--- config.mk ---
export PLATFORM = sky130hd
export DESIGN_NAME = au_div_seq_flat
export DESIGN_NICKNAME = d
export VERILOG_FILES = /design/src/rtl/au_div_seq_if.sv /design/src/rtl/au_div_seq.sv /design/src/flat_wrapper.sv
export SDC_FILE = /design/constraint.sdc
export NUM_CORES = 1
export LEC_CHECK = 0
export ABC_AREA = 1
export CAP_MARGIN = 20
export CORE_UTILIZATION = 35
export CTS_CLUSTER_DIAMETER = 100
export CTS_CLUSTER_SIZE = 28
export DETAILED_ROUTE_END_ITERATION = 12
export MAX_ROUTING_LAYER = met4
export PLACE_DENSITY = 0.56
export SYNTH_ARGS = -nofsm -noshare
export SYNTH_HDL_FRONTEND = slang
export SYNTH_SLANG_ARGS = --single-unit
--- constraint.sdc ---
create_clock -name clk -period 7.4 [get_ports clk]
set_clock_uncertainty 0.15 [all_clocks]
set_input_delay 0.74 -clock clk [delete_from_list [all_inputs] [get_ports clk]]
set_output_delay 0.74 -clock clk [all_outputs]
set_load 0.02 [all_outputs]
--- src/rtl/au_div_seq_if.sv ---
// Request/result handshake bundle for the sequential divider.
// The master issues operands and consumes results; the slave is the divider.
interface au_div_seq_if #(
  parameter int WIDTH = 8
);
  logic             start_valid;
  logic             start_ready;
  logic [WIDTH-1:0] dividend;
  logic [WIDTH-1:0] divisor;
  logic             done_valid;
  logic             done_ready;
  logic [WIDTH-1:0] quotient;
  logic [WIDTH-1:0] remainder;
  logic             div_by_zero;

  modport master (
    output start_valid, dividend, divisor, done_ready,
    input  start_ready, done_valid, quotient, remainder, div_by_zero
  );

  modport slave (
    input  start_valid, dividend, divisor, done_ready,
    output start_ready, done_valid, quotient, remainder, div_by_zero
  );
endinterface

--- src/rtl/au_div_seq.sv ---
// Sequential restoring divider: one quotient bit per cycle through a single
// WIDTH+1-bit prefix subtractor whose carry network is selected by ARCH.
module au_div_seq #(
  parameter int WIDTH = 8,
  parameter int ARCH  = 0
) (
  input  logic         clk,
  input  logic         rst_n,
  au_div_seq_if.slave  div_if
);

  localparam int N  = WIDTH + 1;
  localparam int CW = $clog2(WIDTH + 1);

  typedef enum logic [1:0] {S_IDLE, S_BUSY, S_DONE} state_t;

  // a - b as a + ~b + 1; ARCH 0 ripple, 1 Kogge-Stone, 2 Sklansky prefix.
  function automatic logic [N-1:0] au_sub(input logic [N-1:0] a,
                                          input logic [N-1:0] b);
    logic [N-1:0] g, p, gp, pp, gn, pn, c;
    int           j;
    g  = a & ~b;
    p  = a ^ ~b;
    gp = g;
    pp = p;
    gp[0] = g[0] | p[0];
    gn = gp;
    pn = pp;
    j  = 0;
    if (ARCH == 1) begin
      for (int s = 1; s < N; s = s * 2) begin
        gn = gp;
        pn = pp;
        for (int i = s; i < N; i++) begin
          gn[i] = gp[i] | (pp[i] & gp[i-s]);
          pn[i] = pp[i] & pp[i-s];
        end
        gp = gn;
        pp = pn;
      end
    end else if (ARCH == 2) begin
      for (int s = 1; s < N; s = s * 2) begin
        gn = gp;
        pn = pp;
        for (int i = 0; i < N; i++) begin
          if ((i & s) != 0) begin
            j     = (i & ~(2 * s - 1)) | (s - 1);
            gn[i] = gp[i] | (pp[i] & gp[j]);
            pn[i] = pp[i] & pp[j];
          end
        end
        gp = gn;
        pp = pn;
      end
    end else begin
      for (int i = 1; i < N; i++) begin
        gp[i] = g[i] | (p[i] & gp[i-1]);
      end
    end
    c = {gp[N-2:0], 1'b1};
    return p ^ c;
  endfunction

  state_t          state_q, state_d;
  logic [CW-1:0]   cnt_q, cnt_d;
  logic [WIDTH-1:0] q_q, q_d;
  logic [WIDTH-1:0] r_q, r_d;
  logic [WIDTH-1:0] d_q, d_d;
  logic            dbz_q, dbz_d;

  logic            start_ready;
  logic            accept;
  logic [N-1:0]    trial;
  logic [N-1:0]    diff;

  // r < d always holds, so diff's MSB is an exact borrow flag.
  assign trial = {r_q, q_q[WIDTH-1]};
  assign diff  = au_sub(trial, {1'b0, d_q});

  assign start_ready = (state_q == S_IDLE) |
                       ((state_q == S_DONE) & div_if.done_ready);
  assign accept      = div_if.start_valid & start_ready;

  always_comb begin
    state_d = state_q;
    cnt_d   = cnt_q;
    q_d     = q_q;
    r_d     = r_q;
    d_d     = d_q;
    dbz_d   = dbz_q;
    case (state_q)
      S_BUSY: begin
        cnt_d = cnt_q - CW'(1);
        if (!diff[WIDTH]) begin
          r_d = diff[WIDTH-1:0];
          q_d = {q_q[WIDTH-2:0], 1'b1};
        end else begin
          r_d = trial[WIDTH-1:0];
          q_d = {q_q[WIDTH-2:0], 1'b0};
        end
        if (cnt_q == CW'(1)) state_d = S_DONE;
      end
      S_DONE: begin
        if (div_if.done_ready) state_d = S_IDLE;
      end
      default: ;
    endcase
    // A new request overrides the DONE->IDLE step for bubble-free chaining.
    if (accept) begin
      q_d   = div_if.dividend;
      d_d   = div_if.divisor;
      r_d   = '0;
      cnt_d = CW'(WIDTH);
      if (div_if.divisor == '0) begin
        state_d = S_DONE;
        q_d     = '1;
        r_d     = div_if.dividend;
        dbz_d   = 1'b1;
      end else begin
        state_d = S_BUSY;
        dbz_d   = 1'b0;
      end
    end
  end

  always_ff @(posedge clk or negedge rst_n) begin
    if (!rst_n) begin
      state_q <= S_IDLE;
      cnt_q   <= '0;
      q_q     <= '0;
      r_q     <= '0;
      d_q     <= '0;
      dbz_q   <= 1'b0;
    end else begin
      state_q <= state_d;
      cnt_q   <= cnt_d;
      q_q     <= q_d;
      r_q     <= r_d;
      d_q     <= d_d;
      dbz_q   <= dbz_d;
    end
  end

  assign div_if.start_ready = start_ready;
  assign div_if.done_valid  = (state_q == S_DONE);
  assign div_if.quotient    = q_q;
  assign div_if.remainder   = r_q;
  assign div_if.div_by_zero = dbz_q;

endmodule

--- src/flat_wrapper.sv ---
// flat-port wrapper written by rule: the top's interface ports become plain ports
module au_div_seq_flat 
#(
  parameter int WIDTH = 8,
  parameter int ARCH  = 0
)
  (clk, rst_n, div_if_start_valid, div_if_dividend, div_if_divisor, div_if_done_ready, div_if_start_ready, div_if_done_valid, div_if_quotient, div_if_remainder, div_if_div_by_zero);
  au_div_seq_if #(.WIDTH(WIDTH)) div_if_i ();
  input  logic clk;
  input  logic rst_n;
  input wire logic [$bits(div_if_i.start_valid)-1:0] div_if_start_valid;
  input wire logic [$bits(div_if_i.dividend)-1:0] div_if_dividend;
  input wire logic [$bits(div_if_i.divisor)-1:0] div_if_divisor;
  input wire logic [$bits(div_if_i.done_ready)-1:0] div_if_done_ready;
  output wire logic [$bits(div_if_i.start_ready)-1:0] div_if_start_ready;
  output wire logic [$bits(div_if_i.done_valid)-1:0] div_if_done_valid;
  output wire logic [$bits(div_if_i.quotient)-1:0] div_if_quotient;
  output wire logic [$bits(div_if_i.remainder)-1:0] div_if_remainder;
  output wire logic [$bits(div_if_i.div_by_zero)-1:0] div_if_div_by_zero;
  assign div_if_i.start_valid = div_if_start_valid;
  assign div_if_i.dividend = div_if_dividend;
  assign div_if_i.divisor = div_if_divisor;
  assign div_if_i.done_ready = div_if_done_ready;
  assign div_if_start_ready = div_if_i.start_ready;
  assign div_if_done_valid = div_if_i.done_valid;
  assign div_if_quotient = div_if_i.quotient;
  assign div_if_remainder = div_if_i.remainder;
  assign div_if_div_by_zero = div_if_i.div_by_zero;
  au_div_seq #(.WIDTH(WIDTH), .ARCH(ARCH)) u_core (.clk(clk), .rst_n(rst_n), .div_if(div_if_i));
endmodule
### Yosys cells after proc, flatten, opt, wreduce, memory -nomap -nowiden

Index checks and enable logic that the tools add are counted.

* register bits: 31
* word-level logic and storage cells: 55
* output and inout port bits: 19
* input port bits: 20

* bitwise logic cells: 22
* $add $sub $neg: 1
* equal/unequal tests: 5
* reductions and logical operators: 5
* multiplexer cells: 16

Operators with widths (number)
* 8-bit 2-to-1 mux: 7
* 9-bit XOR: 2
* 1-bit bitwise AND: 9
* 8-bit inverter with 9-bit output: 1
* 1-bit OR: 9
* 8-bit bitwise AND: 1
* 8-bit zero test: 1
* 2-bit 2-to-1 mux: 4
* 4-bit 2-to-1 mux: 2
* 4-bit by 1-bit == test with 1-bit output, second input constant: 1
* 2-bit one-hot mux with 2 select lines: 1
* 4-bit by 1-bit subtractor with 4-bit output, second input constant: 1
* 3-bit by 1-bit inequality test with 1-bit output, second input constant: 1
* 3-bit by 2-bit inequality test with 1-bit output, second input constant: 1
* 3-bit AND reduction: 1
* 3-bit nonzero test: 1
* 2-bit by 1-bit == test with 1-bit output, second input constant: 1
* 2-bit == test, second input constant: 1
* 2-bit zero test: 1
* 1-bit 2-to-1 mux: 2
* 2-bit nonzero test: 1

### Longest topological paths before layout

Gate-level depths: netlist of the first run.

* word-level depth: 21
* depth in mapped cells: 17
* depth with buffers taken out: 17

### Least setup slack after synthesis of the first run

OpenSTA, ideal clock, no wires.

* path kind: flip-flop to flip-flop
* from: register u_core.q_q[7], in the netlist u_core.div_if.quotient[7]
* to: register u_core.r_q[7], in the netlist u_core.div_if.remainder[7]
* buffers on the path: 0
* period minus slack after synthesis: 4271 ps
* path slack: 3129 ps
* data arrival time: 4005 ps
* cell stages (with the launch flop): 18
* setup time: 117 ps
* required time: 7133 ps
* cells stage by stage: dfrtp_1 -> inv_1 -> ha_1 -> fa_1 -> fa_1 -> fa_1 -> fa_1 -> fa_1 -> fa_1 -> fa_1 -> inv_1 -> nand2_2 -> nand2_2 -> nand2_1 -> nand3_1 -> nand2_1 -> nand2_1 -> nand2_1

* word-level cells in the longest chain between the ends: 20
* elaborated cells between the ends (all ways): 21
* classes of those cells: mux: 3; bitwise: 18

RTL lines
* start: declaration: line au_div_seq.sv:66 `logic [WIDTH-1:0] q_q, q_d;`
* start signal: assignment: line au_div_seq.sv:137 `q_q <= q_d;`
* 8-bit bitwise AND / 9-bit XOR (equally long branches): line au_div_seq.sv:22, au_div_seq.sv:23
* 1-bit OR (*): line au_div_seq.sv:26 `gp[0] = g[0] | p[0];`
* 1-bit bitwise AND (*): line au_div_seq.sv:57 `gp[i] = g[i] | (p[i] & gp[i-1]);`
* 1-bit OR (*): line au_div_seq.sv:57
* 1-bit bitwise AND (*): line au_div_seq.sv:57
* 1-bit OR (*): line au_div_seq.sv:57
* 1-bit bitwise AND (*): line au_div_seq.sv:57
* 1-bit OR (*): line au_div_seq.sv:57
* [... 4 more ...]
* 1-bit bitwise AND (*): line au_div_seq.sv:57
* 1-bit OR (*): line au_div_seq.sv:57
* 1-bit bitwise AND: line au_div_seq.sv:57
* 1-bit OR: line au_div_seq.sv:57
* 9-bit XOR (*): line au_div_seq.sv:61 `return p ^ c;`
* 8-bit 2-to-1 mux (*): line au_div_seq.sv:94 `if (!diff[WIDTH]) begin`
* 8-bit 2-to-1 mux (*): line au_div_seq.sv:91 `case (state_q)`
* 8-bit 2-to-1 mux (*): line au_div_seq.sv:109 `if (accept) begin`
* end signal: assignment: line au_div_seq.sv:138 `r_q <= r_d;`
* end: declaration: line au_div_seq.sv:67 `logic [WIDTH-1:0] r_q, r_d;`

Mark *: on every way between the ends. The rest lies on a longest branch, timed or not. The select of a mux whose other input is x is not followed.
A chain may end at the register's enable or synchronous reset.

### Final worst setup path of the first run

* from: register u_core.q_q[7], in the netlist u_core.div_if.quotient[7]
* to: register u_core.r_q[1], in the netlist u_core.div_if.remainder[1]

* word-level cells in the longest chain between the ends: 20
* elaborated cells between the ends (all ways): 21
* classes of those cells: mux: 3; bitwise: 18

RTL lines (line)
* 8-bit bitwise AND / 9-bit XOR (equally long branches): au_div_seq.sv:22, au_div_seq.sv:23
* 1-bit OR (*): au_div_seq.sv:26
* 1-bit bitwise AND: au_div_seq.sv:57
* 1-bit OR: au_div_seq.sv:57
* 1-bit bitwise AND: au_div_seq.sv:57
* 1-bit OR: au_div_seq.sv:57
* 1-bit bitwise AND: au_div_seq.sv:57
* 1-bit OR: au_div_seq.sv:57
* [... 4 more ...]
* 1-bit bitwise AND: au_div_seq.sv:57
* 1-bit OR: au_div_seq.sv:57
* 1-bit bitwise AND: au_div_seq.sv:57
* 1-bit OR: au_div_seq.sv:57
* 9-bit XOR (*): au_div_seq.sv:61
* 8-bit 2-to-1 mux (*): au_div_seq.sv:94
* 8-bit 2-to-1 mux (*): au_div_seq.sv:91
* 8-bit 2-to-1 mux (*): au_div_seq.sv:109

Marked as above.

==> metrics.yaml, run 1 <==
tightest_slew_ps: 417
drtIter0Drc: 75
ant_nets: 0
fin_util: 0.469
wirelength_per_cell_um: 12.2
syn-num-nets: 280
floorplan.rows: 26
critPathKind: "register to register"
synth-seq-cells: 31
fin_area_mm2: 0.00244
gp_routability_congestion: 0.803
drt_pre_antenna_iters: 4
critPathRequiredTime_ps: 7420
post_synth_instance_area_mm2: 0.00193
post-route-drc-count: 0
worst_ir_drop_vdd_uv: 254
route.detailed.vias_per_inst: 4.57
worst_ep_arrival_time_ps: 4420
post_cts_resize_count: 0
antenna_cells_inserted: 0
holdBufCountCts: 0
start_util: 0.371
nFillCells: 548
cap_viol_max_count: 0
setup.worst_path.end_class: "register"
grt_first_pass_wirelength_um: 7320
max_slew_margin: 0.722
grt_max_degree: 35
setup_viol_count_final: 0
grt.overflow.total: 0
pin_count: 39
critical_path.cell_chain: "inv_1 > ha_1 > fa_1 > fa_1 > fa_1 > fa_1 > fa_1 > fa_1 > fa_1 > inv_1 > nand2_2 > nand2_2 > nand2_1 > nand3_1 > nand2_1 > nand2_1 > nand2_1"
tritoncts_clock_tree: "done"
place_area_mm2: 0.00236
cp_slowest_stage_delay_ps: 410
ys_seq_area_frac: 0.402
first_global_vias: 1502
layout.cells.most_common: "sky130_fd_sc_hd__nand2_1"
worst_slack_ps: 3010
ys_types: 20
grt_antenna_before_repair: 0
cts_buffers: 5
worst_path_max_delay_cell: "sky130_fd_sc_hd__fa_1"
globalRouteTotalUtil: 0.166
cts-root-to-sink-buffers: 2
final_net_count: 321
rsz0062_at_grt: "no"
critPathLaunchType: "register"
worst_path_most_repeated_cell: "sky130_fd_sc_hd__fa_1"
finalSetupTns_ps: 0
synth.yosys.warnings: 0
area_growth_pct: 26.4
placeableCoreArea_mm2: 0.00520
cts_htree_levels: 2
leakagePower_nw: 1.26
final_hold_vios: 0
final_cell_mix: "sky130_fd_sc_hd__nand2_1, sky130_fd_sc_hd__clkdlybuf4s50_1, sky130_fd_sc_hd__nand3_1, sky130_fd_sc_hd__inv_1, sky130_fd_sc_hd__dfrtp_1"
io_port_bufs: 38
layout-drive-gt1-share: 0.104
hold_path.class: "register to register"
synthesis.area_per_instance_um2: 7.82
fp.dieH_um: 76.3
clock_sink_count: 31
detailedPlacementHpwl_um: 3240
final_max_slew_viol_count: 0
route.vias.total: 1640
achievable-frequency_mhz: 228
critical_path.max_fanout: 10
synth_cells: 247
final.period_utilization: 0.594
pre_cts_ws_ps: 2980
die-width_um: 76.3
die-area_mm2: 0.00582
final_period_minus_worst_setup_slack_ps: 4390
drt-total-wl_um: 4390
clock_tree.root_cell: "sky130_fd_sc_hd__clkbuf_8"
clk_transition_reported_paths_ps: 60
timing.hold.ws_ps: 326
clk_latency_ps: 280
status: "finished, final reports clean"
post_cts_buffers: 0
power-per-cell-area_mw_per_mm2: 485
[critical path, delay by kind of cell, from the launching register on]
| family | cells | cell delay [ps] |
|---|---|---|
| adder cells (fa/ha/maj) | 8 | 3000 |
| AND/OR/NAND/NOR | 7 | 590 |
| flip-flops | 1 | 380 |
| buffers and inverters | 2 | 150 |
[synthesized netlist by cell type, drive strengths merged]
master	number	share of area
ha	6	0.039
nor2	9	0.030
o21ai	20	0.052
fa	7	0.073
inv	36	0.075
xor2	1	0.0045
nand3	32	0.083
nand2	100	0.22
buf	5	0.025
dfrtp	31	0.40
[state kept, by name (all words and copies together), names as in the netlist]
| signal | flops |
|---|---|
| u_core.state_q | 2 |
| u_core.div_if.quotient | 8 |
| u_core.div_if.div_by_zero | 1 |
| u_core.div_if.remainder | 8 |
| u_core.cnt_q | 4 |
| u_core.d_q | 8 |
[worst paths after layout]
path | to | depth (start not counted) | startpoint | slack, ps
max | u_core.div_if.remainder[1]$_DFFE_PN0P_ | 17 | u_core.div_if.quotient[7]$_DFFE_PN0P_ | 3010
min | u_core.div_if.div_by_zero$_DFFE_PN0P_ | 2 | u_core.div_if.div_by_zero$_DFFE_PN0P_ | 330
max in group asynchronous | u_core.div_if.quotient[7]$_DFFE_PN0P_ | 2 | rst_n | 6080
max reg2reg | u_core.div_if.remainder[1]$_DFFE_PN0P_ | 17 | u_core.div_if.quotient[7]$_DFFE_PN0P_ | 3010
min reg2reg | u_core.div_if.div_by_zero$_DFFE_PN0P_ | 2 | u_core.div_if.div_by_zero$_DFFE_PN0P_ | 330
min in group asynchronous | u_core.div_if.quotient[3]$_DFFE_PN0P_ | 2 | rst_n | 710
[power by group]
group,switching [W],total [W],leakage (nW),internal (W)
registers,0.0000660,0.000318,0.382,0.000252
logic,0.000435,0.000735,0.836,0.000300
clock network,0.0000638,0.000130,0.0422,0.0000660
total,0.000565,0.00118,1.26,0.000617
[metrics by stage]
step,total power (W),cells
after floorplan,0.000851,247
final,0.00118,359
after detailed placement,0.00107,351
after global routing,0.00131,359
after CTS,0.00120,359
after global placement,0.00106,351
[cells by family (layout without fill, tap and decap cells)]
family	after synthesis	after routing	synth area share
AO/OA/AOI/OAI	20	20	0.0518
XOR/XNOR	1	1	0.00454
adder cells (fa/ha/maj)	13	13	0.111
buffers and inverters	41	83	0.0998
flip-flops	31	31	0.402
AND/OR/NAND/NOR	141	141	0.331
[per-layer routing]
layer	wire, µm	GRT usage
met1	2110	0.227
met2	2030	0.248
met3	202	0.0371
met4	49	0.0462
met5	0	-
[final cells by class]
cell class              count  area, µm²  share of cell area
well taps                  70       87.6              0.0359
clock inverters             1       5.00             0.00205
repair buffers             39        388               0.159
inverters                  36        145              0.0595
flip-flops and latches     31        776               0.318
clock buffers               7       76.3              0.0313
multi-input cells         175        962               0.394
Note: power is estimated with default switching activity, not from simulation.
==> inputs of run 2 (changes only) <==
==> constraint.sdc (replaced) <==
create_clock -name clk -period 4.15 [get_ports clk]
set_clock_uncertainty 0.15 [all_clocks]
set_input_delay 0.415 -clock clk [delete_from_list [all_inputs] [get_ports clk]]
set_output_delay 0.415 -clock clk [all_outputs]
set_load 0.02 [all_outputs]
==> metrics.yaml, run 2 (synthesis results as in run 1) <==
start_util: 0.371  # unchanged
layout.cells.most_common: "sky130_fd_sc_hd__nand2_1"  # unchanged
fp.dieH_um: 76.3  # unchanged
place_area_mm2: 0.00239  # was 0.00236 mm²
cap_viol_max_count: 0  # unchanged
final_period_minus_worst_setup_slack_ps: 3990  # was 4390 ps
whs_path_depth: 2  # unchanged
critPathLaunchType: "register"  # unchanged
layout-drive-gt1-share: 0.150  # was 0.104
power-per-cell-area_mw_per_mm2: 889  # was 485 mW/mm²
globalRouteTotalUtil: 0.173  # was 0.166
pin_count: 39  # unchanged
final_max_slew_viol_count: 0  # unchanged
die-width_um: 76.3  # unchanged
worst_ir_drop_vdd_uv: 488  # was 254 µV
clk_latency_ps: 280  # about the same
setup.worst_path.end_class: "register"  # unchanged
ant_nets: 0  # unchanged
route.detailed.vias_per_inst: 4.63  # was 4.57
placedCellCount: 353  # was 351
final_cell_mix: "sky130_fd_sc_hd__nand2_1, sky130_fd_sc_hd__clkdlybuf4s50_1, sky130_fd_sc_hd__nand3_1, sky130_fd_sc_hd__inv_1, sky130_fd_sc_hd__dfrtp_1"  # unchanged
critPathRequiredTime_ps: 4220  # was 7420 ps
clock_tree.root_cell: "sky130_fd_sc_hd__clkbuf_8"  # unchanged
clock_sink_count: 31  # unchanged
grt_first_pass_wirelength_um: 7690  # was 7320 µm
achievable-frequency_mhz: 251  # was 228 MHz
grt_max_degree: 35  # unchanged
final.period_utilization: 0.960  # was 0.594
cts_buffers: 5  # unchanged
drt-total-wl_um: 4580  # was 4390 µm
placeableCoreArea_mm2: 0.00520  # unchanged
power.total_w: 0.00223  # was 0.00118 W
first_global_vias: 1610  # was 1,502
final_net_count: 325  # was 321
max_slew_margin: 0.719  # was 0.722
pre_cts_ws_ps: -59.5  # was 2980 ps
timing.hold.ws_ps: 328  # was 326 ps
setup_viol_count_final: 0  # unchanged
antenna_cells_inserted: 0  # unchanged
post-route-drc-count: 0  # unchanged
worst_slack_ps: 164  # was 3010 ps
tightest_slew_ps: 422  # was 417 ps
hold_path.class: "register to register"  # unchanged
gp_routability_congestion: 0.842  # was 0.803
floorplan.rows: 26  # unchanged
drtIter0Drc: 98  # was 75
beginning_of_the_worst_hold_path: "u_core.div_if.div_by_zero$_DFFE_PN0P_"  # unchanged
critPathKind: "register to register"  # unchanged
r2r-start: "u_core.div_if.quotient[7]$_DFFE_PN0P_"  # unchanged
drt_pre_antenna_iters: 4  # unchanged
status: "finished, final reports clean"  # unchanged
grt.overflow.total: 0  # unchanged
worst_ep_arrival_time_ps: 4060  # was 4420 ps
r2r_cells: 17  # unchanged
clk_transition_reported_paths_ps: 70  # was 60 ps
final_standard_cell_count_with_taps_included_and_fillers_excluded: 363  # was 359
cts_htree_levels: 2  # unchanged
wirelength_per_cell_um: 12.6  # was 12.2 µm
fin_area_mm2: 0.00250  # was 0.00244 mm²
timing.rr.end: "u_core.div_if.remainder[4]$_DFFE_PN0P_"  # was u_core.div_if.remainder[1]$_DFFE_PN0P_
multi_input_comb_area_mm2: 0.00100  # was 962 µm²
grt_antenna_before_repair: 0  # unchanged
io_port_bufs: 38  # unchanged
leakagePower_nw: 1.28  # was 1.26 nW
die-area_mm2: 0.00582  # unchanged
final_hold_vios: 0  # unchanged
detailedPlacementHpwl_um: 3260  # was 3240 µm
worstHoldEndpoint: "u_core.div_if.div_by_zero$_DFFE_PN0P_"  # unchanged
area_growth_pct: 29.7  # was 26.4%
setup.reg_to_reg.worst_slack_ps: 160  # was 3010 ps
tritoncts_clock_tree: "done"  # unchanged
critical_path.max_fanout: 5  # was 10
route.vias.total: 1681  # was 1,640
nFillCells: 545  # was 548
cts-root-to-sink-buffers: 2  # unchanged
regArea_um2: 777  # was 776 µm²
## run 2: report_power, final
part	internal, W	leakage (nW)	switching (W)
Clock	0.000118	0.0422	0.000113
Combinational	0.000599	0.855	0.000832
Sequential	0.000450	0.381	0.000117
Total	0.00117	1.28	0.00106
## run 2: critical path, cell delays in order, from the launching register on
cell and delay, ps:
sky130_fd_sc_hd__dfrtp_2 350, sky130_fd_sc_hd__inv_1 50, sky130_fd_sc_hd__ha_2 180, sky130_fd_sc_hd__fa_2 360, sky130_fd_sc_hd__fa_2 360, sky130_fd_sc_hd__fa_2 340
sky130_fd_sc_hd__fa_2 340, sky130_fd_sc_hd__fa_2 350, sky130_fd_sc_hd__fa_2 350, sky130_fd_sc_hd__fa_2 430, sky130_fd_sc_hd__inv_2 100, sky130_fd_sc_hd__buf_4 110
sky130_fd_sc_hd__nand2_2 90, sky130_fd_sc_hd__nand3_1 80, sky130_fd_sc_hd__nand3_1 90, sky130_fd_sc_hd__nand2_1 90, sky130_fd_sc_hd__nand2_1 50, sky130_fd_sc_hd__nand2_1 50
## run 2: final cells by class
class | instances | area share
Timing Repair Buffer | 42 | 0.164
Multi-Input combinational cell | 176 | 0.401
Tap cell | 70 | 0.0350
Clock buffer | 7 | 0.0305
Inverter | 36 | 0.0579
Sequential cell | 31 | 0.310
Clock inverter | 1 | 0.00200
## run 2: worst max path at each step
| stage | startpoint | end | slack, ps |
|---|---|---|---|
| 2_1_floorplan | u_core.div_if.quotient[7]$_DFFE_PN0P_ | u_core.div_if.remainder[7]$_DFFE_PN0P_ | 30 |
| 3_3_place_gp | u_core.div_if.quotient[7]$_DFFE_PN0P_ | u_core.div_if.remainder[4]$_DFFE_PN0P_ | 5 |
| 3_5_place_dp | u_core.div_if.quotient[7]$_DFFE_PN0P_ | u_core.div_if.remainder[1]$_DFFE_PN0P_ | -60 |
| 4_1_cts | u_core.div_if.quotient[7]$_DFFE_PN0P_ | u_core.div_if.remainder[1]$_DFFE_PN0P_ | 30 |
| 5_1_grt | u_core.div_if.quotient[7]$_DFFE_PN0P_ | u_core.div_if.remainder[3]$_DFFE_PN0P_ | -10 |
| 6_report | u_core.div_if.quotient[7]$_DFFE_PN0P_ | u_core.div_if.remainder[4]$_DFFE_PN0P_ | 160 |
## run 2: routing by layer
layer  wire (µm)  global-route usage  up-vias  share of wire
met5           0                   -        -              0
met2        2150               0.261       40           0.47
li1            -                   -      854              -
met1        2180               0.239      783           0.48
met4          23              0.0346        0         0.0050
met3         225              0.0359        4          0.049
## run 2: what timing repair did
item                       CTS  global route
setup buffers                0             1
setup endpoints to repair    8             9
pin swaps                    0             3
hold buffers                 0             0
cloned                       0             1
gates resized for setup      2             7
## run 2: per-stage QoR
step / utilization / TNS, ps
final: 0.481 / 0
after global routing: 0.481 / -13.0
after CTS: 0.475 / 0
after detailed placement: 0.459 / -339
after global placement: 0.459 / 0
after floorplan: - / 0
